`config.mk`:
```
export PLATFORM = sky130hd
export DESIGN_NAME = target_bbox
export DESIGN_NICKNAME = d
export VERILOG_FILES = /design/src/rtl/target_bbox_pkg.sv /design/src/rtl/target_bbox_pix_coord_cnt.sv /design/src/rtl/target_bbox.sv
export SDC_FILE = /design/constraint.sdc
export NUM_CORES = 1
export LEC_CHECK = 0
export ABC_CLOCK_PERIOD_IN_PS = 5400
export BUFFER_PORTS_ARGS = -buffer_cell sky130_fd_sc_hd__buf_2
export CAP_MARGIN = 20
export CORE_AREA = 2 2 174 159
export DETAILED_ROUTE_END_ITERATION = 8
export DIE_AREA = 0 0 176 161
export GPL_TIMING_DRIVEN = 0
export PLACE_DENSITY = 0.43
export SLEW_MARGIN = 20
export SYNTH_ARGS = -nofsm -noshare
export SYNTH_HDL_FRONTEND = slang
export SYNTH_SLANG_ARGS = --single-unit
```
`constraint.sdc`:
```
create_clock -name clk -period 5.4 [get_ports clk]
set_clock_uncertainty 0.05 [all_clocks]
set_input_delay 1.08 -clock clk [delete_from_list [all_inputs] [get_ports clk]]
set_output_delay 1.08 -clock clk [all_outputs]
set_load 0.01 [all_outputs]
```
`src/rtl/target_bbox_pkg.sv`:
```
// -----------------------------------------------------------------------------
// target_bbox_pkg
// Shared definitions for the frame bounding-box extractor:
//   - state_e     : two-state frame control (IDLE = not armed, ACCUM = armed)
//   - MIN_RESET   : value loaded into running min registers (all ones)
//   - MAX_RESET   : value loaded into running max registers (all zeros)
//   - RUN_W       : width of the optional horizontal run counter
// Coordinate constants are sized to COORD_W_MAX bits and sliced by users,
// so any coordinate width up to COORD_W_MAX is supported.
// -----------------------------------------------------------------------------
package target_bbox_pkg;

    typedef enum logic {
        IDLE  = 1'b0,
        ACCUM = 1'b1
    } state_e;

    localparam int unsigned COORD_W_MAX = 16;

    localparam logic [COORD_W_MAX-1:0] MIN_RESET = '1;
    localparam logic [COORD_W_MAX-1:0] MAX_RESET = '0;

    localparam int unsigned RUN_W = 4;

endpackage : target_bbox_pkg

```
`src/rtl/target_bbox_pix_coord_cnt.sv`:
```
// -----------------------------------------------------------------------------
// pix_coord_cnt
// Saturating pixel coordinate tracker for one video frame.
//   clk, rst_n  : pixel clock, asynchronous active-low reset
//   vs_rise_i   : frame start strobe, returns both counters to 0
//   de_i        : pixel valid
//   de_fall_i   : end-of-line strobe (de was high last cycle, low now)
//   x_o, y_o    : coordinate of the pixel presented in the current de cycle
// x is 0 during the first de cycle of a line and advances after each de cycle,
// so x_o always names the pixel being presented. y advances once per line.
// Both counters stick at H_ACT-1 / V_ACT-1 instead of wrapping.
// -----------------------------------------------------------------------------
module pix_coord_cnt #(
    parameter int unsigned H_ACT = 1280,
    parameter int unsigned V_ACT = 720,
    parameter int unsigned XW    = 11,
    parameter int unsigned YW    = 10
) (
    input  logic          clk,
    input  logic          rst_n,
    input  logic          vs_rise_i,
    input  logic          de_i,
    input  logic          de_fall_i,
    output logic [XW-1:0] x_o,
    output logic [YW-1:0] y_o
);

    localparam logic [XW-1:0] X_LAST = XW'(H_ACT - 1);
    localparam logic [YW-1:0] Y_LAST = YW'(V_ACT - 1);

    logic [XW-1:0] x_q, x_d;
    logic [YW-1:0] y_q, y_d;

    always_comb begin
        // NOTE: every combinational output gets a default first so no path
        // leaves it unassigned, which would otherwise infer a latch.
        x_d = x_q;
        y_d = y_q;
        if (vs_rise_i) begin
            x_d = '0;
            y_d = '0;
        end else if (de_fall_i) begin
            x_d = '0;
            if (y_q != Y_LAST) begin
                y_d = y_q + 1'b1;
            end
        end else if (de_i) begin
            if (x_q != X_LAST) begin
                x_d = x_q + 1'b1;
            end
        end
    end

    always_ff @(posedge clk or negedge rst_n) begin
        if (!rst_n) begin
            x_q <= '0;
            y_q <= '0;
        end else begin
            // NOTE: non-blocking assignments so every register samples the
            // pre-edge values regardless of statement order.
            x_q <= x_d;
            y_q <= y_d;
        end
    end

    assign x_o = x_q;
    assign y_o = y_q;

endmodule : pix_coord_cnt

```
`src/rtl/target_bbox.sv`:
```
// -----------------------------------------------------------------------------
// target_bbox
// Frame-level bounding-box extractor for a binarized (1-bit) video stream.
// Tracks pixel coordinates, accumulates min/max column and row of white
// pixels plus the white-pixel count, and publishes a latched result with a
// one-cycle strobe on the cycle that first samples post_vsync low.
//
// Ports:
//   clk, rst_n        : pixel clock, asynchronous active-low reset
//   post_vsync        : frame valid (high for the whole active frame)
//   post_href         : line valid (not used by this block)
//   post_de           : pixel valid
//   monoc             : 1 = white pixel, sampled only while post_de = 1
//   bbox_valid        : one-cycle strobe, result registers were updated
//   bbox_found        : last frame held at least one counted pixel
//   x_min, x_max      : column bounds of the last frame
//   y_min, y_max      : row bounds of the last frame
//   pix_cnt           : counted white pixels of the last frame (saturating)
//
// Build option:
//   BBOX_NOISE_FILTER_EN : when defined, a white pixel is counted only as part
//   of a horizontal run of at least MIN_RUN consecutive white de pixels.
// -----------------------------------------------------------------------------
module target_bbox
    import target_bbox_pkg::*;
#(
    parameter int unsigned H_ACT   = 1280,
    parameter int unsigned V_ACT   = 720,
    parameter int unsigned XW      = 11,
    parameter int unsigned YW      = 10,
    parameter int unsigned CW      = 21,
    parameter int unsigned MIN_RUN = 4
) (
    input  logic          clk,
    input  logic          rst_n,
    input  logic          post_vsync,
    input  logic          post_href,
    input  logic          post_de,
    input  logic          monoc,
    output logic          bbox_valid,
    output logic          bbox_found,
    output logic [XW-1:0] x_min,
    output logic [XW-1:0] x_max,
    output logic [YW-1:0] y_min,
    output logic [YW-1:0] y_max,
    output logic [CW-1:0] pix_cnt
);

    // Largest per-pixel count increment is MIN_RUN (the filter credits a
    // whole run at once), so the increment is sized to hold it.
    localparam int unsigned ADD_W = $clog2(MIN_RUN + 1);

    localparam logic [XW-1:0] X_MIN_RST = MIN_RESET[XW-1:0];
    localparam logic [XW-1:0] X_MAX_RST = MAX_RESET[XW-1:0];
    localparam logic [YW-1:0] Y_MIN_RST = MIN_RESET[YW-1:0];
    localparam logic [YW-1:0] Y_MAX_RST = MAX_RESET[YW-1:0];

    logic unused_href;
    assign unused_href = post_href;

    // ---------------------------------------------------------------- edges
    logic vsync_q, de_q;
    logic vs_rise, vs_fall, de_fall;

    always_ff @(posedge clk or negedge rst_n) begin
        if (!rst_n) begin
            // Reset to 1 so releasing reset in the middle of a frame is not
            // mistaken for a frame start; the next genuine rise re-arms.
            vsync_q <= 1'b1;
            de_q    <= 1'b0;
        end else begin
            vsync_q <= post_vsync;
            de_q    <= post_de;
        end
    end

    assign vs_rise = post_vsync & ~vsync_q;
    assign vs_fall = ~post_vsync & vsync_q;
    assign de_fall = ~post_de & de_q;

    // ---------------------------------------------------------- coordinates
    logic [XW-1:0] x_cur;
    logic [YW-1:0] y_cur;

    pix_coord_cnt #(
        .H_ACT (H_ACT),
        .V_ACT (V_ACT),
        .XW    (XW),
        .YW    (YW)
    ) u_coord (
        .clk       (clk),
        .rst_n     (rst_n),
        .vs_rise_i (vs_rise),
        .de_i      (post_de),
        .de_fall_i (de_fall),
        .x_o       (x_cur),
        .y_o       (y_cur)
    );

    // ------------------------------------------------------- frame control
    state_e state_q, state_d;
    logic   armed;
    logic   publish;

    always_ff @(posedge clk or negedge rst_n) begin
        if (!rst_n) begin
            state_q <= IDLE;
        end else begin
            state_q <= state_d;
        end
    end

    // A rise while already in ACCUM stays in ACCUM; the accumulator logic
    // below clears on every rise, so a glitch simply restarts the frame.
    always_comb begin
        state_d = state_q;
        case (state_q)
            IDLE:    if (vs_rise) state_d = ACCUM;
            ACCUM:   if (vs_fall) state_d = IDLE;
            default: state_d = IDLE;
        endcase
    end

    always_comb begin
        armed   = (state_q == ACCUM);
        publish = armed & vs_fall;
    end

    // ------------------------------------------------------ pixel qualifier
    logic             take;
    logic [XW-1:0]    lo_x;
    logic [ADD_W-1:0] add;

`ifdef BBOX_NOISE_FILTER_EN
    logic [RUN_W-1:0] run_q, run_d;
    logic             run_first, run_more;

    always_comb begin
        run_d = run_q;
        if (vs_rise || !post_de || !monoc) begin
            run_d = '0;
        end else if (run_q != RUN_W'(MIN_RUN)) begin
            run_d = run_q + 1'b1;
        end
    end

    always_ff @(posedge clk or negedge rst_n) begin
        if (!rst_n) begin
            run_q <= '0;
        end else begin
            run_q <= run_d;
        end
    end

    // run_q counts the white pixels before this one in the current run, so
    // the MIN_RUN-th pixel credits the whole run back to its start column.
    assign run_first = post_de & monoc & (run_q == RUN_W'(MIN_RUN - 1));
    assign run_more  = post_de & monoc & (run_q == RUN_W'(MIN_RUN));
    assign take      = run_first | run_more;
    assign lo_x      = run_first ? (x_cur - XW'(MIN_RUN - 1)) : x_cur;
    assign add       = run_first ? ADD_W'(MIN_RUN) : ADD_W'(1);
`else
    assign take = post_de & monoc;
    assign lo_x = x_cur;
    assign add  = ADD_W'(1);
`endif

    // ---------------------------------------------------------- accumulators
    logic [XW-1:0] acc_xmin_q, acc_xmin_d, acc_xmax_q, acc_xmax_d;
    logic [YW-1:0] acc_ymin_q, acc_ymin_d, acc_ymax_q, acc_ymax_d;
    logic [CW-1:0] acc_cnt_q, acc_cnt_d;
    logic [CW:0]   cnt_sum;

    assign cnt_sum = {1'b0, acc_cnt_q} + (CW + 1)'(add);

    always_comb begin
        acc_xmin_d = acc_xmin_q;
        acc_xmax_d = acc_xmax_q;
        acc_ymin_d = acc_ymin_q;
        acc_ymax_d = acc_ymax_q;
        acc_cnt_d  = acc_cnt_q;
        if (vs_rise) begin
            acc_xmin_d = X_MIN_RST;
            acc_xmax_d = X_MAX_RST;
            acc_ymin_d = Y_MIN_RST;
            acc_ymax_d = Y_MAX_RST;
            acc_cnt_d  = '0;
        end else if (armed && post_vsync && take) begin
            if (lo_x < acc_xmin_q)  acc_xmin_d = lo_x;
            if (x_cur > acc_xmax_q) acc_xmax_d = x_cur;
            if (y_cur < acc_ymin_q) acc_ymin_d = y_cur;
            if (y_cur > acc_ymax_q) acc_ymax_d = y_cur;
            acc_cnt_d = cnt_sum[CW] ? '1 : cnt_sum[CW-1:0];
        end
    end

    always_ff @(posedge clk or negedge rst_n) begin
        if (!rst_n) begin
            acc_xmin_q <= X_MIN_RST;
            acc_xmax_q <= X_MAX_RST;
            acc_ymin_q <= Y_MIN_RST;
            acc_ymax_q <= Y_MAX_RST;
            acc_cnt_q  <= '0;
        end else begin
            acc_xmin_q <= acc_xmin_d;
            acc_xmax_q <= acc_xmax_d;
            acc_ymin_q <= acc_ymin_d;
            acc_ymax_q <= acc_ymax_d;
            acc_cnt_q  <= acc_cnt_d;
        end
    end

    // ------------------------------------------------------ published result
    logic          valid_q, valid_d, found_q, found_d;
    logic [XW-1:0] out_xmin_q, out_xmin_d, out_xmax_q, out_xmax_d;
    logic [YW-1:0] out_ymin_q, out_ymin_d, out_ymax_q, out_ymax_d;
    logic [CW-1:0] out_cnt_q, out_cnt_d;

    always_comb begin
        valid_d    = publish;
        found_d    = found_q;
        out_xmin_d = out_xmin_q;
        out_xmax_d = out_xmax_q;
        out_ymin_d = out_ymin_q;
        out_ymax_d = out_ymax_q;
        out_cnt_d  = out_cnt_q;
        if (publish) begin
            found_d = (acc_cnt_q != '0);
            // An empty frame still holds the min-reset pattern, so the
            // bounds are forced to 0 rather than copied.
            if (acc_cnt_q != '0) begin
                out_xmin_d = acc_xmin_q;
                out_xmax_d = acc_xmax_q;
                out_ymin_d = acc_ymin_q;
                out_ymax_d = acc_ymax_q;
                out_cnt_d  = acc_cnt_q;
            end else begin
                out_xmin_d = '0;
                out_xmax_d = '0;
                out_ymin_d = '0;
                out_ymax_d = '0;
                out_cnt_d  = '0;
            end
        end
    end

    always_ff @(posedge clk or negedge rst_n) begin
        if (!rst_n) begin
            valid_q    <= 1'b0;
            found_q    <= 1'b0;
            out_xmin_q <= '0;
            out_xmax_q <= '0;
            out_ymin_q <= '0;
            out_ymax_q <= '0;
            out_cnt_q  <= '0;
        end else begin
            valid_q    <= valid_d;
            found_q    <= found_d;
            out_xmin_q <= out_xmin_d;
            out_xmax_q <= out_xmax_d;
            out_ymin_q <= out_ymin_d;
            out_ymax_q <= out_ymax_d;
            out_cnt_q  <= out_cnt_d;
        end
    end

    assign bbox_valid = valid_q;
    assign bbox_found = found_q;
    assign x_min      = out_xmin_q;
    assign x_max      = out_xmax_q;
    assign y_min      = out_ymin_q;
    assign y_max      = out_ymax_q;
    assign pix_cnt    = out_cnt_q;

endmodule : target_bbox

```
### After elaboration in Yosys (flattened, before gate mapping)

Cells that the tools add are included.

* add/sub/neg operators: 3
* multipliers: 0
* div/mod/pow operators: 0
* order comparisons: 4
* equal/unequal tests: 2
* shift operators: 0
* mux-type cells: 30
* bitwise operators: 9
* reductions and logical operators: 18

Operator list (number)
* 11-bit 2-to-1 mux: 12
* 10-bit 2-to-1 mux: 11
* 21-bit 2-to-1 mux: 4
* 21-bit by 1-bit adder with 22-bit output, second input constant: 1
* 21-bit nonzero test: 1
* 2-bit nonzero test: 7
* 2-bit AND reduction: 6
* 11-bit by 1-bit adder with 11-bit output, second input constant: 1
* 11-bit > comparator: 1
* 11-bit < comparator: 1
* 11-bit inequality test, second input constant: 1
* 10-bit by 1-bit adder with 10-bit output, second input constant: 1
* 10-bit > comparator: 1
* 10-bit < comparator: 1
* 10-bit inequality test, second input constant: 1
* 3-bit nonzero test: 2
* 1-bit AND: 5
* 1-bit inverter: 4
* 1-bit logical AND: 2
* 1-bit 2-to-1 mux: 2
* 1-bit case mux with 2 select lines: 1

* flip-flop bits (word level): 152
* latch bits: 0
* RAM bits: 0
* memory bits (read-only): 0
* output and inout port bits: 65
* memories: 0

### Logic depth before layout (Yosys ltp)

* depth after elaboration: 5
* depth in mapped cells: 8
* gate-level depth less buffers: 7

### Hierarchy

A second synthesis with hierarchy kept.

* cell total of the unflattened synthesis: 747
* area total of the unflattened synthesis: 7820.0 um2

By module, submodules not included
* target_bbox: times used 1, cells an instance 625, area each 6688.9 um2, seq. area each 3305.7 um2
* pix_coord_cnt: times used 1, cells an instance 122, area each 1131.1 um2, seq. area each 525.5 um2

### Worst setup path before layout

Ideal clock, no wire load.

* kind: input to register
* start: input port post_de
* end: register acc_ymin_q[1]
* library setup time: 0.082 ns
* data arrival time: 2.233 ns
* slack: 3.035 ns
* stages: 5
* path buffers: 1
* cells stage by stage: buf_2 -> nand4_4 -> a211oi_2 -> a31oi_1 -> a211o_1

* cells in the longest elaborated chain, start to end: 4

Ends and longest elaborated chain
* from (decl): RTL line target_bbox.sv:38 `input logic post_de,`
* 1-bit AND: RTL line target_bbox.sv:163 `assign take = post_de & monoc;`
* 1-bit logical AND: RTL line target_bbox.sv:188 `end else if (armed && post_vsync && take) begin`
* 2-bit nonzero test (no source line)
* 2-bit AND reduction (no source line)
* to (signal assigned): RTL line target_bbox.sv:207 `acc_ymin_q <= acc_ymin_d;`
* to (decl): RTL line target_bbox.sv:170 `logic [YW-1:0] acc_ymin_q, acc_ymin_d, acc_ymax_q, acc_ymax_d;`

Every way passes these cells.
A chain may end at the register's enable or synchronous reset.

### Worst setup path in the final report

* start: input port post_vsync
* end: register out_ymin_q[3] (netlist: y_min[3])

* cells in the longest elaborated chain, start to end: 3

Ends and longest elaborated chain
* from (decl): RTL line target_bbox.sv:36 `input logic post_vsync,`
* 1-bit inverter: RTL line target_bbox.sv:78 `assign vs_fall = ~post_vsync & vsync_q;`
* 1-bit AND: RTL line target_bbox.sv:78
* 1-bit AND: RTL line target_bbox.sv:126 `publish = armed & vs_fall;`
* to (signal assigned): RTL line target_bbox.sv:261 `out_ymin_q <= out_ymin_d;`
* to (decl): RTL line target_bbox.sv:216 `logic [YW-1:0] out_ymin_q, out_ymin_d, out_ymax_q, out_ymax_d;`

Every way passes these cells.

==> metrics <==
CP top delay family buffers and inverters; Worst-Margin Slew about 0.76 ns; routability congestion estimate 0.815; WL final roughly 22 mm; vias per cell approximately 5.1; GRT Total Usage 16.2%; H-Tree Depth 4; Pwr per Cell Area roughly 320 nW/um^2; Sw Ratio a little over a quarter; post-DP HPWL 15.3 mm; most used flip-flop cell after synthesis dfrtp_1; RSZ-0062 raised after global routing false; leakage power between 0.004 and 0.005 uW; TritonCTS clock tree done; net switching power about 800 uW; Comb pwr share between 10% and 20%; Critical-path top delay cell nand3b_1; total number of vias 6292; Core Box Area between 20000 and 30000 um^2; area delta synth->final 18.3%; Slew Viols, Final 0; critical path arrival 3.05 ns; Bufs and invs on worst path 3; Async S/R FF share, synth 100%; XOR/XNOR share of the synthesized area less than 1%; Final Hold Viols 0; share of layout cells above drive strength 1 19.3%; vias in the first global route 6305; Post-route DRC 0; Avg WL per Cell approximately 18 um; Clock Power Share 43.3%; Crit Path Max Fanout 10; total grt overflow 0; die span in x 176 um; syn_area_per_cell between 10 and 15 um^2; nets@finish 908; period utilization about half; Initial Util 29.5%; max_slew headroom between 40% and 50%; final setup vio count 0; crit start category input port; Bufs on Longest Clock Path 2; f_max ~360 MHz; Max stage delay on crit path between 0.5 and 0.6 ns; sequential area share after synthesis around half; Hold-fix buffers, CTS 0; WHS Path Cells 1; critical path depth in cells 6; internal power about 2100 uW; TNS Setup 0 ns; CTS sink count 152; clk slew on worst S/H paths roughly 0.07 ns; Final Critical Period 2.74 ns; antenna violations before repair 1; R2R cell count 5; PortBufs between 60 and 70; first-pass iteration count of the detailed router 5; worst-path cell chain buf_2 > nand3b_1 > a31oi_1 > buf_2 > buf_2 > a22o_1; CP endpoint kind flop; worst hold slack about 0.42 ns; EDFF count, synth 0; Adder-Cell Fraction of Synth Area slightly above 7%; height of the die approximately 160 um; outcome finished, final reports clean; most frequent CP cell buf_2; Max-Cap Viols 0; initial DRC count 430; post-synthesis instance area around 7900 um^2; Seq cells post-synth roughly 150; row count 57; Final Power 2940 uW; CTS buffer count 17; largest net degree at the start of global routing 80; post-synth cell types 62; CP Data Required Time ~5.7 ns; simple-gate share of the synthesized area between 10% and 20%; Peak VDD IR approximately 0.00019 V; n_diodes 0; CTS root buffer clkbuf_16; Post-CTS Resized 0; die area 28300 um^2; cells after synthesis roughly 770; Finished Core Util between 30% and 40%; critical path type in -> reg; compound-cell area share of the yosys netlist around 23%; yosys warns 0; IO Pins just over 70; clock latency at the later pin of the worst-skew pair between 0.4 and 0.5 ns; first-pass GRT wire length between 30 and 40 mm; Post-CTS Setup Repair Bufs 0; largest family of logic cells by synthesized area compound AO/OA/AOI/OAI gates; HP Class reg -> reg; sequential power share 43.5%; post-synthesis mux area share approximately 1.4%; post-route ant nets 0; synthesized net count slightly above 800
[layer usage]
metal | vias to the layer above | track usage, % | share of wire, %
li1 | 3039 | - | -
met1 | 3093 | 24.2 | 51
met4 | 0 | 4.24 | 1.2
met2 | 144 | 24.3 | 44
met5 | - | 0 | 0
met3 | 16 | 2.75 | 3.8
[metrics by stage]
stage | worst slack, ns | area [um^2] | std cells
global route | 2.48 | 9290 | 1224
floorplan | 3.03 | 7860 | 769
detailed placement | 2.21 | 8680 | 1193
finish | 2.66 | 9290 | 1224
CTS | 2.64 | 9290 | 1224
global placement | 0.724 | 8640 | 1192
[kinds of logic (layout without fill, tap and decap cells)]
group                      after synthesis  in the layout
AOI/OAI and AO/OA                      257            257
and+or+nand+nor                        187            187
DFF                                    152            152
buffers and inverters                  111            212
adders and majority gates               45             45
muxes                                   10             10
xor gates and xnor gates                 7              7
[power by group through the flow]
stage               clock (uW)  sequential, uW  combinational, uW
floorplan                    0            1290                241
global placement             0            1300                387
detailed placement           0            1300                389
CTS                       1310            1280                395
global route              1360            1290                444
finish                    1270            1280                388
[cells in the final DEF (no fill, tap or decap), drive strengths merged, types with 3 or more instances in the layout]
| cell type | Yosys | routed |
|---|---|---|
| a21o | 8 | 8 |
| clkinv | 0 | 6 |
| nor4 | 6 | 6 |
| dfstp | 22 | 22 |
| inv | 57 | 58 |
| xor2 | 4 | 4 |
| and3 | 8 | 8 |
| nand2 | 42 | 42 |
| nand2b | 7 | 7 |
| o211ai | 27 | 27 |
| a211oi | 8 | 8 |
| nand3 | 34 | 34 |
| ha | 44 | 44 |
| a311oi | 3 | 3 |
| o2111ai | 3 | 3 |
| xnor2 | 3 | 3 |
| o21a | 4 | 4 |
| nor2 | 31 | 31 |
| a31oi | 18 | 18 |
| mux2i | 5 | 5 |
| nand4 | 24 | 24 |
| o21ai | 61 | 61 |
| a211o | 11 | 11 |
| nand3b | 3 | 3 |
| a21oi | 37 | 37 |
| dfrtp | 130 | 130 |
| nor3 | 9 | 9 |
| clkbuf | 26 | 45 |
| buf | 28 | 98 |
| or3 | 4 | 4 |
| a22o | 58 | 58 |
| and4 | 9 | 9 |
| mux2 | 5 | 5 |
| bufinv | 0 | 4 |
| o31ai | 8 | 8 |
[area by class of cell]
cell class	instances	area, um^2
Clock buffer	19	433
Tap cell	354	443
Sequential cell	152	3830
Buffer	54	239
Multi-Input combinational cell	506	3570
Inverter	57	214
Clock inverter	12	178
Timing Repair Buffer	70	383
Fill cell	2730	17300
[worst paths after layout]
| path | end | slack [ns] | startpoint |
|---|---|---|---|
| worst max-delay path | y_min[3]$_DFFE_PN0P_ | 2.66 | post_vsync |
| worst max register to register | y_min[3]$_DFFE_PN0P_ | 2.99 | vsync_q$_DFF_PN1_ |
| min in group asynchronous | pix_cnt[4]$_DFFE_PN0P_ | 0.58 | rst_n |
| max in group asynchronous | acc_ymin_q[4]$_DFFE_PN1P_ | 3.87 | rst_n |
| worst min-delay path | bbox_found$_DFFE_PN0P_ | 0.42 | bbox_found$_DFFE_PN0P_ |
| worst min register to register | bbox_found$_DFFE_PN0P_ | 0.42 | bbox_found$_DFFE_PN0P_ |
[sequential cells by signal, indices dropped and copies added (netlist names)]
register,count
vsync_q,1
y_max,10
x_max,11
y_min,10
acc_xmax_q,11
bbox_found,1
x_min,11
acc_ymin_q,10
acc_ymax_q,10
acc_cnt_q,21
u_coord.y_o,10
bbox_valid,1
de_q,1
armed,1
u_coord.x_o,11
pix_cnt,21
acc_xmin_q,11
[cells in the mapped netlist, drive strengths merged, types with 3 or more instances]
cell type	instances	area (um^2)
o2111ai	3	26.3
a211o	11	96.3
mux2i	5	50.1
inv	57	214
xnor2	3	26.3
buf	28	141
or3	4	30.0
nor3	9	50.1
a21o	8	60.1
and3	8	50.1
dfstp	22	578
o21a	4	30.0
a31oi	18	113
xor2	4	35.0
nand4	24	171
and4	9	81.3
dfrtp	130	3250
a211oi	8	65.1
nand2b	7	43.8
nand3b	3	22.5
nand2	42	158
nor2	31	121
o211ai	27	203
nor4	6	52.6
clkbuf	26	97.6
mux2	5	56.3
a21oi	37	185
o21ai	61	309
ha	44	551
a311oi	3	26.3
o31ai	8	60.1
nand3	34	180
a22o	58	508
(Power assumes the default switching activity.)
